===== config.mk =====
export PLATFORM = sky130hd
export DESIGN_NAME = branch_rs_flat
export DESIGN_NICKNAME = d
export VERILOG_FILES = /design/src/rtl/branch_rs_pkg.sv /design/src/rtl/branch_rs_if.sv /design/src/rtl/branch_rs_wakeup.sv /design/src/rtl/branch_rs.sv /design/src/flat_wrapper.sv
export SDC_FILE = /design/constraint.sdc
export NUM_CORES = 2
export LEC_CHECK = 0
export BUFFER_PORTS_ARGS = -buffer_cell sky130_fd_sc_hd__buf_2
export CORE_UTILIZATION = 48
export CTS_BUF_LIST = sky130_fd_sc_hd__clkbuf_4 sky130_fd_sc_hd__clkbuf_8
export DETAILED_ROUTE_END_ITERATION = 8
export PLACE_DENSITY = 0.76
export SLEW_MARGIN = 10
export SYNTH_ARGS = -nofsm -noshare
export SYNTH_HDL_FRONTEND = slang
export SYNTH_SLANG_ARGS = --single-unit

===== constraint.sdc =====
create_clock -name clk -period 41.3 [get_ports clk]
set_input_delay 2.065 -clock clk [delete_from_list [all_inputs] [get_ports clk]]
set_output_delay 2.065 -clock clk [all_outputs]
set_load 0.005 [all_outputs]

===== src/rtl/branch_rs_pkg.sv =====
// Shared types and constants for the branch reservation station.
// Op classes, the issued bundle layout and the entry record live here.
package branch_pkg;

  localparam int BRANCH_RS_W  = 106;
  localparam int BRANCH_TAG_W = 6;

  localparam logic [1:0] OP_JAL   = 2'b10;
  localparam logic [1:0] OP_JALR  = 2'b11;
  localparam logic [1:0] OP_BCOND = 2'b00;

  typedef struct packed {
    logic [4:0]  op;
    logic [4:0]  rd;
    logic [31:0] src1;
    logic [31:0] src2;
    logic [31:0] imm;
  } branch_rs_bundle_t;

  typedef struct packed {
    logic                    valid;
    logic [4:0]              op;
    logic [4:0]              rd;
    logic [31:0]             pc;
    logic [31:0]             imm;
    logic                    src1_ready;
    logic [BRANCH_TAG_W-1:0] src1_tag;
    logic [31:0]             src1_val;
    logic                    src2_ready;
    logic [BRANCH_TAG_W-1:0] src2_tag;
    logic [31:0]             src2_val;
  } branch_rs_entry_t;

  function automatic logic needs_src1(input logic [4:0] op);
    return op[4:3] != OP_JAL;
  endfunction

  // Class 2'b01 is unassigned; it is treated like a conditional branch.
  function automatic logic needs_src2(input logic [4:0] op);
    return (op[4:3] == OP_BCOND) || (op[4:3] == 2'b01);
  endfunction

endpackage


===== src/rtl/branch_rs_if.sv =====
// Dispatch, CDB, flush and issue signals of the branch reservation station.
// master = dispatch/CDB/executor side, slave = the station.
interface branch_rs_if
  import branch_pkg::*;
#(
  parameter int DEPTH = 4,
  parameter int TAG_W = BRANCH_TAG_W
);
  localparam int CNT_W = $clog2(DEPTH + 1);

  logic                   flush;
  logic                   dispatch_valid;
  logic                   dispatch_ready;
  logic [4:0]             dispatch_op;
  logic [4:0]             dispatch_rd;
  logic [31:0]            dispatch_pc;
  logic [31:0]            dispatch_imm;
  logic                   dispatch_src1_ready;
  logic                   dispatch_src2_ready;
  logic [TAG_W-1:0]       dispatch_src1_tag;
  logic [TAG_W-1:0]       dispatch_src2_tag;
  logic [31:0]            dispatch_src1_val;
  logic [31:0]            dispatch_src2_val;
  logic                   cdb_valid;
  logic [TAG_W-1:0]       cdb_tag;
  logic [31:0]            cdb_data;
  logic                   issue_valid;
  logic [BRANCH_RS_W-1:0] issue_rs;
  logic [31:0]            issue_pc;
  logic [CNT_W-1:0]       count;

  modport master (
    output flush, dispatch_valid, dispatch_op, dispatch_rd, dispatch_pc, dispatch_imm,
           dispatch_src1_ready, dispatch_src2_ready, dispatch_src1_tag, dispatch_src2_tag,
           dispatch_src1_val, dispatch_src2_val, cdb_valid, cdb_tag, cdb_data,
    input  dispatch_ready, issue_valid, issue_rs, issue_pc, count
  );

  modport slave (
    input  flush, dispatch_valid, dispatch_op, dispatch_rd, dispatch_pc, dispatch_imm,
           dispatch_src1_ready, dispatch_src2_ready, dispatch_src1_tag, dispatch_src2_tag,
           dispatch_src1_val, dispatch_src2_val, cdb_valid, cdb_tag, cdb_data,
    output dispatch_ready, issue_valid, issue_rs, issue_pc, count
  );

endinterface


===== src/rtl/branch_rs_wakeup.sv =====
// Single-operand CDB wakeup: tag compare and capture of the broadcast value.
// Purely combinational; the caller registers out_ready/out_val.
module branch_rs_wakeup
  import branch_pkg::*;
#(
  parameter int TAG_W = BRANCH_TAG_W
) (
  input  logic             en,
  input  logic             in_ready,
  input  logic [TAG_W-1:0] in_tag,
  input  logic [31:0]      in_val,
  input  logic             cdb_valid,
  input  logic [TAG_W-1:0] cdb_tag,
  input  logic [31:0]      cdb_data,
  output logic             out_ready,
  output logic [31:0]      out_val
);

  logic hit;

  assign hit       = en && !in_ready && cdb_valid && (in_tag == cdb_tag);
  assign out_ready = in_ready || hit;
  assign out_val   = hit ? cdb_data : in_val;

endmodule


===== src/rtl/branch_rs.sv =====
// In-order branch reservation station: circular FIFO, CDB wakeup, head-only issue.
// Define BRANCH_RS_BYPASS_EN to let the head issue in the cycle its last operand arrives.
module branch_rs
  import branch_pkg::*;
#(
  parameter int DEPTH = 4,
  parameter int TAG_W = BRANCH_TAG_W
) (
  input  logic       clk,
  input  logic       reset,
  branch_rs_if.slave rs
);

  localparam int PTR_W = $clog2(DEPTH);
  localparam int CNT_W = $clog2(DEPTH + 1);

  branch_rs_entry_t       entries_q [DEPTH];
  branch_rs_entry_t       entries_d [DEPTH];
  logic [PTR_W-1:0]       head_q, head_d;
  logic [PTR_W-1:0]       tail_q, tail_d;
  logic [CNT_W-1:0]       count_q, count_d;
  logic                   issue_valid_q, issue_valid_d;
  logic [BRANCH_RS_W-1:0] issue_rs_q, issue_rs_d;
  logic [31:0]            issue_pc_q, issue_pc_d;

  logic [DEPTH-1:0] e1_rdy, e2_rdy;
  logic [31:0]      e1_val [DEPTH];
  logic [31:0]      e2_val [DEPTH];

  for (genvar i = 0; i < DEPTH; i++) begin : g_wake
    branch_rs_wakeup #(.TAG_W(TAG_W)) u_src1 (
      .en        (entries_q[i].valid),
      .in_ready  (entries_q[i].src1_ready),
      .in_tag    (entries_q[i].src1_tag),
      .in_val    (entries_q[i].src1_val),
      .cdb_valid (rs.cdb_valid),
      .cdb_tag   (rs.cdb_tag),
      .cdb_data  (rs.cdb_data),
      .out_ready (e1_rdy[i]),
      .out_val   (e1_val[i])
    );
    branch_rs_wakeup #(.TAG_W(TAG_W)) u_src2 (
      .en        (entries_q[i].valid),
      .in_ready  (entries_q[i].src2_ready),
      .in_tag    (entries_q[i].src2_tag),
      .in_val    (entries_q[i].src2_val),
      .cdb_valid (rs.cdb_valid),
      .cdb_tag   (rs.cdb_tag),
      .cdb_data  (rs.cdb_data),
      .out_ready (e2_rdy[i]),
      .out_val   (e2_val[i])
    );
  end

  // Unneeded operands are forced ready before the compare so they never capture.
  logic        d1_in_rdy, d2_in_rdy;
  logic        d1_rdy, d2_rdy;
  logic [31:0] d1_val, d2_val;

  assign d1_in_rdy = rs.dispatch_src1_ready || !needs_src1(rs.dispatch_op);
  assign d2_in_rdy = rs.dispatch_src2_ready || !needs_src2(rs.dispatch_op);

  branch_rs_wakeup #(.TAG_W(TAG_W)) u_dsrc1 (
    .en        (1'b1),
    .in_ready  (d1_in_rdy),
    .in_tag    (rs.dispatch_src1_tag),
    .in_val    (rs.dispatch_src1_val),
    .cdb_valid (rs.cdb_valid),
    .cdb_tag   (rs.cdb_tag),
    .cdb_data  (rs.cdb_data),
    .out_ready (d1_rdy),
    .out_val   (d1_val)
  );

  branch_rs_wakeup #(.TAG_W(TAG_W)) u_dsrc2 (
    .en        (1'b1),
    .in_ready  (d2_in_rdy),
    .in_tag    (rs.dispatch_src2_tag),
    .in_val    (rs.dispatch_src2_val),
    .cdb_valid (rs.cdb_valid),
    .cdb_tag   (rs.cdb_tag),
    .cdb_data  (rs.cdb_data),
    .out_ready (d2_rdy),
    .out_val   (d2_val)
  );

  branch_rs_entry_t  head_e;
  branch_rs_entry_t  new_e;
  branch_rs_bundle_t bundle;
  logic              head_fire;
  logic [31:0]       head_src1, head_src2;
  logic              disp_ready, do_dispatch, do_issue;

  assign head_e = entries_q[head_q];

`ifdef BRANCH_RS_BYPASS_EN
  assign head_fire = head_e.valid && e1_rdy[head_q] && e2_rdy[head_q];
  assign head_src1 = e1_val[head_q];
  assign head_src2 = e2_val[head_q];
`else
  assign head_fire = head_e.valid && head_e.src1_ready && head_e.src2_ready;
  assign head_src1 = head_e.src1_val;
  assign head_src2 = head_e.src2_val;
`endif

  assign bundle      = {head_e.op, head_e.rd, head_src1, head_src2, head_e.imm};
  assign disp_ready  = (count_q != CNT_W'(DEPTH)) && !rs.flush;
  assign do_dispatch = rs.dispatch_valid && disp_ready;
  assign do_issue    = head_fire && !rs.flush;

  always_comb begin
    new_e            = '0;
    new_e.valid      = 1'b1;
    new_e.op         = rs.dispatch_op;
    new_e.rd         = rs.dispatch_rd;
    new_e.pc         = rs.dispatch_pc;
    new_e.imm        = rs.dispatch_imm;
    new_e.src1_ready = d1_rdy;
    new_e.src1_tag   = rs.dispatch_src1_tag;
    new_e.src1_val   = d1_val;
    new_e.src2_ready = d2_rdy;
    new_e.src2_tag   = rs.dispatch_src2_tag;
    new_e.src2_val   = d2_val;
  end

  always_comb begin
    entries_d     = entries_q;
    head_d        = head_q;
    tail_d        = tail_q;
    count_d       = count_q;
    issue_valid_d = do_issue;
    issue_rs_d    = issue_rs_q;
    issue_pc_d    = issue_pc_q;

    for (int i = 0; i < DEPTH; i++) begin
      entries_d[i].src1_ready = e1_rdy[i];
      entries_d[i].src1_val   = e1_val[i];
      entries_d[i].src2_ready = e2_rdy[i];
      entries_d[i].src2_val   = e2_val[i];
    end

    if (do_issue) begin
      entries_d[head_q].valid = 1'b0;
      head_d                  = head_q + PTR_W'(1);
      issue_rs_d              = bundle;
      issue_pc_d              = head_e.pc;
    end

    // Full and empty never coincide with a same-cycle issue/dispatch on one slot.
    if (do_dispatch) begin
      entries_d[tail_q] = new_e;
      tail_d            = tail_q + PTR_W'(1);
    end

    case ({do_dispatch, do_issue})
      2'b10:   count_d = count_q + CNT_W'(1);
      2'b01:   count_d = count_q - CNT_W'(1);
      default: count_d = count_q;
    endcase

    if (rs.flush) begin
      for (int i = 0; i < DEPTH; i++) entries_d[i].valid = 1'b0;
      head_d  = '0;
      tail_d  = '0;
      count_d = '0;
    end
  end

  always_ff @(posedge clk or posedge reset) begin
    if (reset) begin
      for (int i = 0; i < DEPTH; i++) entries_q[i] <= '0;
      head_q        <= '0;
      tail_q        <= '0;
      count_q       <= '0;
      issue_valid_q <= 1'b0;
      issue_rs_q    <= '0;
      issue_pc_q    <= '0;
    end else begin
      entries_q     <= entries_d;
      head_q        <= head_d;
      tail_q        <= tail_d;
      count_q       <= count_d;
      issue_valid_q <= issue_valid_d;
      issue_rs_q    <= issue_rs_d;
      issue_pc_q    <= issue_pc_d;
    end
  end

  assign rs.dispatch_ready = disp_ready;
  assign rs.issue_valid    = issue_valid_q;
  assign rs.issue_rs       = issue_rs_q;
  assign rs.issue_pc       = issue_pc_q;
  assign rs.count          = count_q;

endmodule


===== src/flat_wrapper.sv =====
// flat-port wrapper written by rule: the top's interface ports become plain ports
module branch_rs_flat import branch_pkg::*;
#(
  parameter int DEPTH = 4,
  parameter int TAG_W = BRANCH_TAG_W
)
  (clk, reset, rs_flush, rs_dispatch_valid, rs_dispatch_op, rs_dispatch_rd, rs_dispatch_pc, rs_dispatch_imm, rs_dispatch_src1_ready, rs_dispatch_src2_ready, rs_dispatch_src1_tag, rs_dispatch_src2_tag, rs_dispatch_src1_val, rs_dispatch_src2_val, rs_cdb_valid, rs_cdb_tag, rs_cdb_data, rs_dispatch_ready, rs_issue_valid, rs_issue_rs, rs_issue_pc, rs_count);
  branch_rs_if #(.DEPTH(DEPTH), .TAG_W(TAG_W)) rs_i ();
  input  logic clk;
  input  logic reset;
  input wire logic [$bits(rs_i.flush)-1:0] rs_flush;
  input wire logic [$bits(rs_i.dispatch_valid)-1:0] rs_dispatch_valid;
  input wire logic [$bits(rs_i.dispatch_op)-1:0] rs_dispatch_op;
  input wire logic [$bits(rs_i.dispatch_rd)-1:0] rs_dispatch_rd;
  input wire logic [$bits(rs_i.dispatch_pc)-1:0] rs_dispatch_pc;
  input wire logic [$bits(rs_i.dispatch_imm)-1:0] rs_dispatch_imm;
  input wire logic [$bits(rs_i.dispatch_src1_ready)-1:0] rs_dispatch_src1_ready;
  input wire logic [$bits(rs_i.dispatch_src2_ready)-1:0] rs_dispatch_src2_ready;
  input wire logic [$bits(rs_i.dispatch_src1_tag)-1:0] rs_dispatch_src1_tag;
  input wire logic [$bits(rs_i.dispatch_src2_tag)-1:0] rs_dispatch_src2_tag;
  input wire logic [$bits(rs_i.dispatch_src1_val)-1:0] rs_dispatch_src1_val;
  input wire logic [$bits(rs_i.dispatch_src2_val)-1:0] rs_dispatch_src2_val;
  input wire logic [$bits(rs_i.cdb_valid)-1:0] rs_cdb_valid;
  input wire logic [$bits(rs_i.cdb_tag)-1:0] rs_cdb_tag;
  input wire logic [$bits(rs_i.cdb_data)-1:0] rs_cdb_data;
  output wire logic [$bits(rs_i.dispatch_ready)-1:0] rs_dispatch_ready;
  output wire logic [$bits(rs_i.issue_valid)-1:0] rs_issue_valid;
  output wire logic [$bits(rs_i.issue_rs)-1:0] rs_issue_rs;
  output wire logic [$bits(rs_i.issue_pc)-1:0] rs_issue_pc;
  output wire logic [$bits(rs_i.count)-1:0] rs_count;
  assign rs_i.flush = rs_flush;
  assign rs_i.dispatch_valid = rs_dispatch_valid;
  assign rs_i.dispatch_op = rs_dispatch_op;
  assign rs_i.dispatch_rd = rs_dispatch_rd;
  assign rs_i.dispatch_pc = rs_dispatch_pc;
  assign rs_i.dispatch_imm = rs_dispatch_imm;
  assign rs_i.dispatch_src1_ready = rs_dispatch_src1_ready;
  assign rs_i.dispatch_src2_ready = rs_dispatch_src2_ready;
  assign rs_i.dispatch_src1_tag = rs_dispatch_src1_tag;
  assign rs_i.dispatch_src2_tag = rs_dispatch_src2_tag;
  assign rs_i.dispatch_src1_val = rs_dispatch_src1_val;
  assign rs_i.dispatch_src2_val = rs_dispatch_src2_val;
  assign rs_i.cdb_valid = rs_cdb_valid;
  assign rs_i.cdb_tag = rs_cdb_tag;
  assign rs_i.cdb_data = rs_cdb_data;
  assign rs_dispatch_ready = rs_i.dispatch_ready;
  assign rs_issue_valid = rs_i.issue_valid;
  assign rs_issue_rs = rs_i.issue_rs;
  assign rs_issue_pc = rs_i.issue_pc;
  assign rs_count = rs_i.count;
  branch_rs #(.DEPTH(DEPTH), .TAG_W(TAG_W)) u_core (.clk(clk), .reset(reset), .rs(rs_i));
endmodule

==> results.sh <==
export IMPL_outcome="complete, no violations"
export IMPL_synthDominantCellAreaShare_pct=56.4
export IMPL_grt_pass1_wl_um=143000
export IMPL_clk_path_buf_depth=3
export IMPL_period_share_pct=13.1
export IMPL_rrSetupSlack_ps=37190
export IMPL_io_pins=338
export IMPL_hold_depth=2
export IMPL_grt_pass1_vias=24900
export IMPL_fin_nets=3204
export IMPL_synth_cells=2683
export IMPL_crit_fanout=169
export IMPL_grt_max_degree=170
export IMPL_worst_slew_pin_transition_ps=1260
export IMPL_reg2reg_from="u_core.head_q[1]"
export IMPL_reg2reg_to="u_core.rs.issue_rs[38]"
export IMPL_place_gp_congestion=0.802
export IMPL_clock_skew_ps=38.6
export IMPL_h_tree_depth=4
export IMPL_power_per_cell_area_mw_per_mm2=66.8
export IMPL_syn_area_mm2=0.0336
export IMPL_antenna_found_initial=24
export IMPL_globalRouteOverflowTotal=0
export IMPL_yosys_top_cells_area="dfrtp_1, mux2_2, mux4_2"
export IMPL_placed_area_mm2=0.0362
export IMPL_yosysMostFrequentCell="dfrtp_1"
export IMPL_clk_pin_slew_ps=50
export IMPL_cts_buffers=130
export IMPL_row_count=96
export IMPL_cts_root_buf="clkbuf_8"
export IMPL_fmax_mhz=185
export IMPL_end_kind="asynchronous set/reset pin"
export IMPL_synth_seq_cells=758
export IMPL_crit_start="reset"
export IMPL_cts_tree="done"
export IMPL_setup_tns_ps=0
export IMPL_stdcell_area_mm2=0.0389
export IMPL_drtAntennaViolNets=0
export IMPL_worstSetupStartpointType="input pin"
export IMPL_final_setup_worst_slack_ps=35900
export IMPL_synthFlopType="dfrtp_1"
export IMPL_hold_viol=0
export IMPL_drive_above_1_share_pct=37.9
export IMPL_die_h_um=267
export IMPL_firstDrtPassIters=9
export IMPL_grt_setup_unrepaired="false"
export IMPL_r2r_cells=7
export IMPL_cts_hold_buffers=0
export IMPL_synth_edf_count=0
export IMPL_cp_data_required_time_ps=42040
export IMPL_setup_viol=0
export IMPL_power_total_w=0.00260
export IMPL_vias=23800
export IMPL_route_detailed_drc=0
export IMPL_final_util_pct=56.5
export IMPL_slew_limit_headroom_pct=15.9
export IMPL_die_width_um=267
export IMPL_clock_latency_ps=770
export IMPL_ys_async_sr_fraction_pct=100
export IMPL_endpoint="u_core.entries_q[128]"
export IMPL_drv_slew=0
export IMPL_critPathKind="in -> async"
export IMPL_dp_slack_ps=34940
export IMPL_dp_hpwl_um=54300
export IMPL_clock_sinks=758
export IMPL_core_mm2=0.0689
export IMPL_post_cts_setup_buffers=0
export IMPL_arrival_ps=6140
export IMPL_die_area_mm2=0.0711
export IMPL_cts_resized=0
export IMPL_yosys_warnings=0
export IMPL_yosysSeqAreaShare_pct=56.4
export IMPL_synth_commonest_cells="dfrtp_1, nand2_1, mux2_2"
export IMPL_io_buffer_count=337
export IMPL_start_util_pct=48.7
export IMPL_avgSynthCellArea_um2=12.5
export IMPL_gr_usage_all_layers_pct=26.2
export IMPL_postRouteWirelength_um=91600
export IMPL_synthDistinctLibCells=54
export IMPL_hold_path_class="reg -> reg"
export IMPL_yosysTopAreaCell="dfrtp_1"
export IMPL_drt_iter0_drc=2225
export IMPL_leakage_nw=17.6
export IMPL_area_growth_pct=15.9
export IMPL_synth_nets=2887
export IMPL_routed_via_density=5.90
export IMPL_maxCapViolCount=0
export IMPL_period_minus_slack_ps=5400
export IMPL_vdd_ir_drop_max_mv=0.0499
export IMPL_wire_per_inst_um=22.7
per-stage QoR:
step	hold slack, ps	std cells
after floorplan	440	2683
after global placement	453	3799
after detailed placement	458	3799
after CTS	471	4022
after global routing	483	4028
final	470	4035
metal layers:
metal,vias to the layer above,GRT usage (%),share of wire [%]
li1,10300,-,-
met4,26,11.2,3.2
met5,-,0,0.16
met3,265,7.57,9.1
met1,12200,33.6,40
met2,1041,41.7,48
cell usage in the layout, fill, tap and decap left out, types with 76 or more instances in the layout:
master      n
a21oi_1   134
buf_2     337
clkbuf_8  161
dfrtp_1   756
inv_1      76
mux2_2    335
mux4_2    138
nand2_1   482
o22ai_1   128
report_power, final:
part	internal, W	switching, W	leakage (nW)
Sequential	0.00106	0.000175	9.30
Combinational	0.000386	0.000278	6.87
Clock	0.000399	0.000307	1.43
Total	0.00184	0.000760	17.6
cell type report:
class	instances	area, um^2
multi-input cells	1655	13700
flip-flops and latches	758	19000
diodes	13	32.5
fillers	5617	30000
clock inverters	23	206
clock buffers	200	2510
inverters	77	297
repair buffers	378	2010
well taps	931	1160
cells by family (layout without fill, tap and decap cells):
logic type / Yosys count / in the layout / share of synthesized area (%)
AND/OR/NAND/NOR: 676 / 676 / 8.58
other: 0 / 13 / 0
AO/OA/AOI/OAI: 431 / 431 / 9.03
adder cells (fa/ha/maj): 9 / 9 / 0.357
XOR/XNOR: 64 / 64 / 1.67
flip-flops: 758 / 758 / 56.4
buffers and inverters: 270 / 678 / 3.39
multiplexers: 475 / 475 / 20.5
how the worst min path moves through the flow:
stage                                      from               endpoint  slack [ps]
after floorplan           u_core.entries_q[384]  u_core.entries_q[384]         440
after global placement    u_core.entries_q[391]  u_core.entries_q[391]         450
after detailed placement  u_core.entries_q[391]  u_core.entries_q[391]         460
after CTS                 u_core.entries_q[391]  u_core.entries_q[391]         470
after global routing      u_core.entries_q[552]  u_core.entries_q[552]         480
final                     u_core.entries_q[576]  u_core.entries_q[576]         470
critical path: stages:
cell	delay, ps
buf_2	130
inv_8	450
buf_12	620
buf_4	790
buf_4	830
buf_4	880
sequential cells by signal (all words and copies together), names as in the netlist:
name,cells
u_core.rs.issue_pc,32
u_core.tail_q,2
u_core.head_q,2
u_core.rs.count,3
u_core.entries_q,612
u_core.rs.issue_valid,1
u_core.rs.issue_rs,106
(Power assumes the default switching activity.)
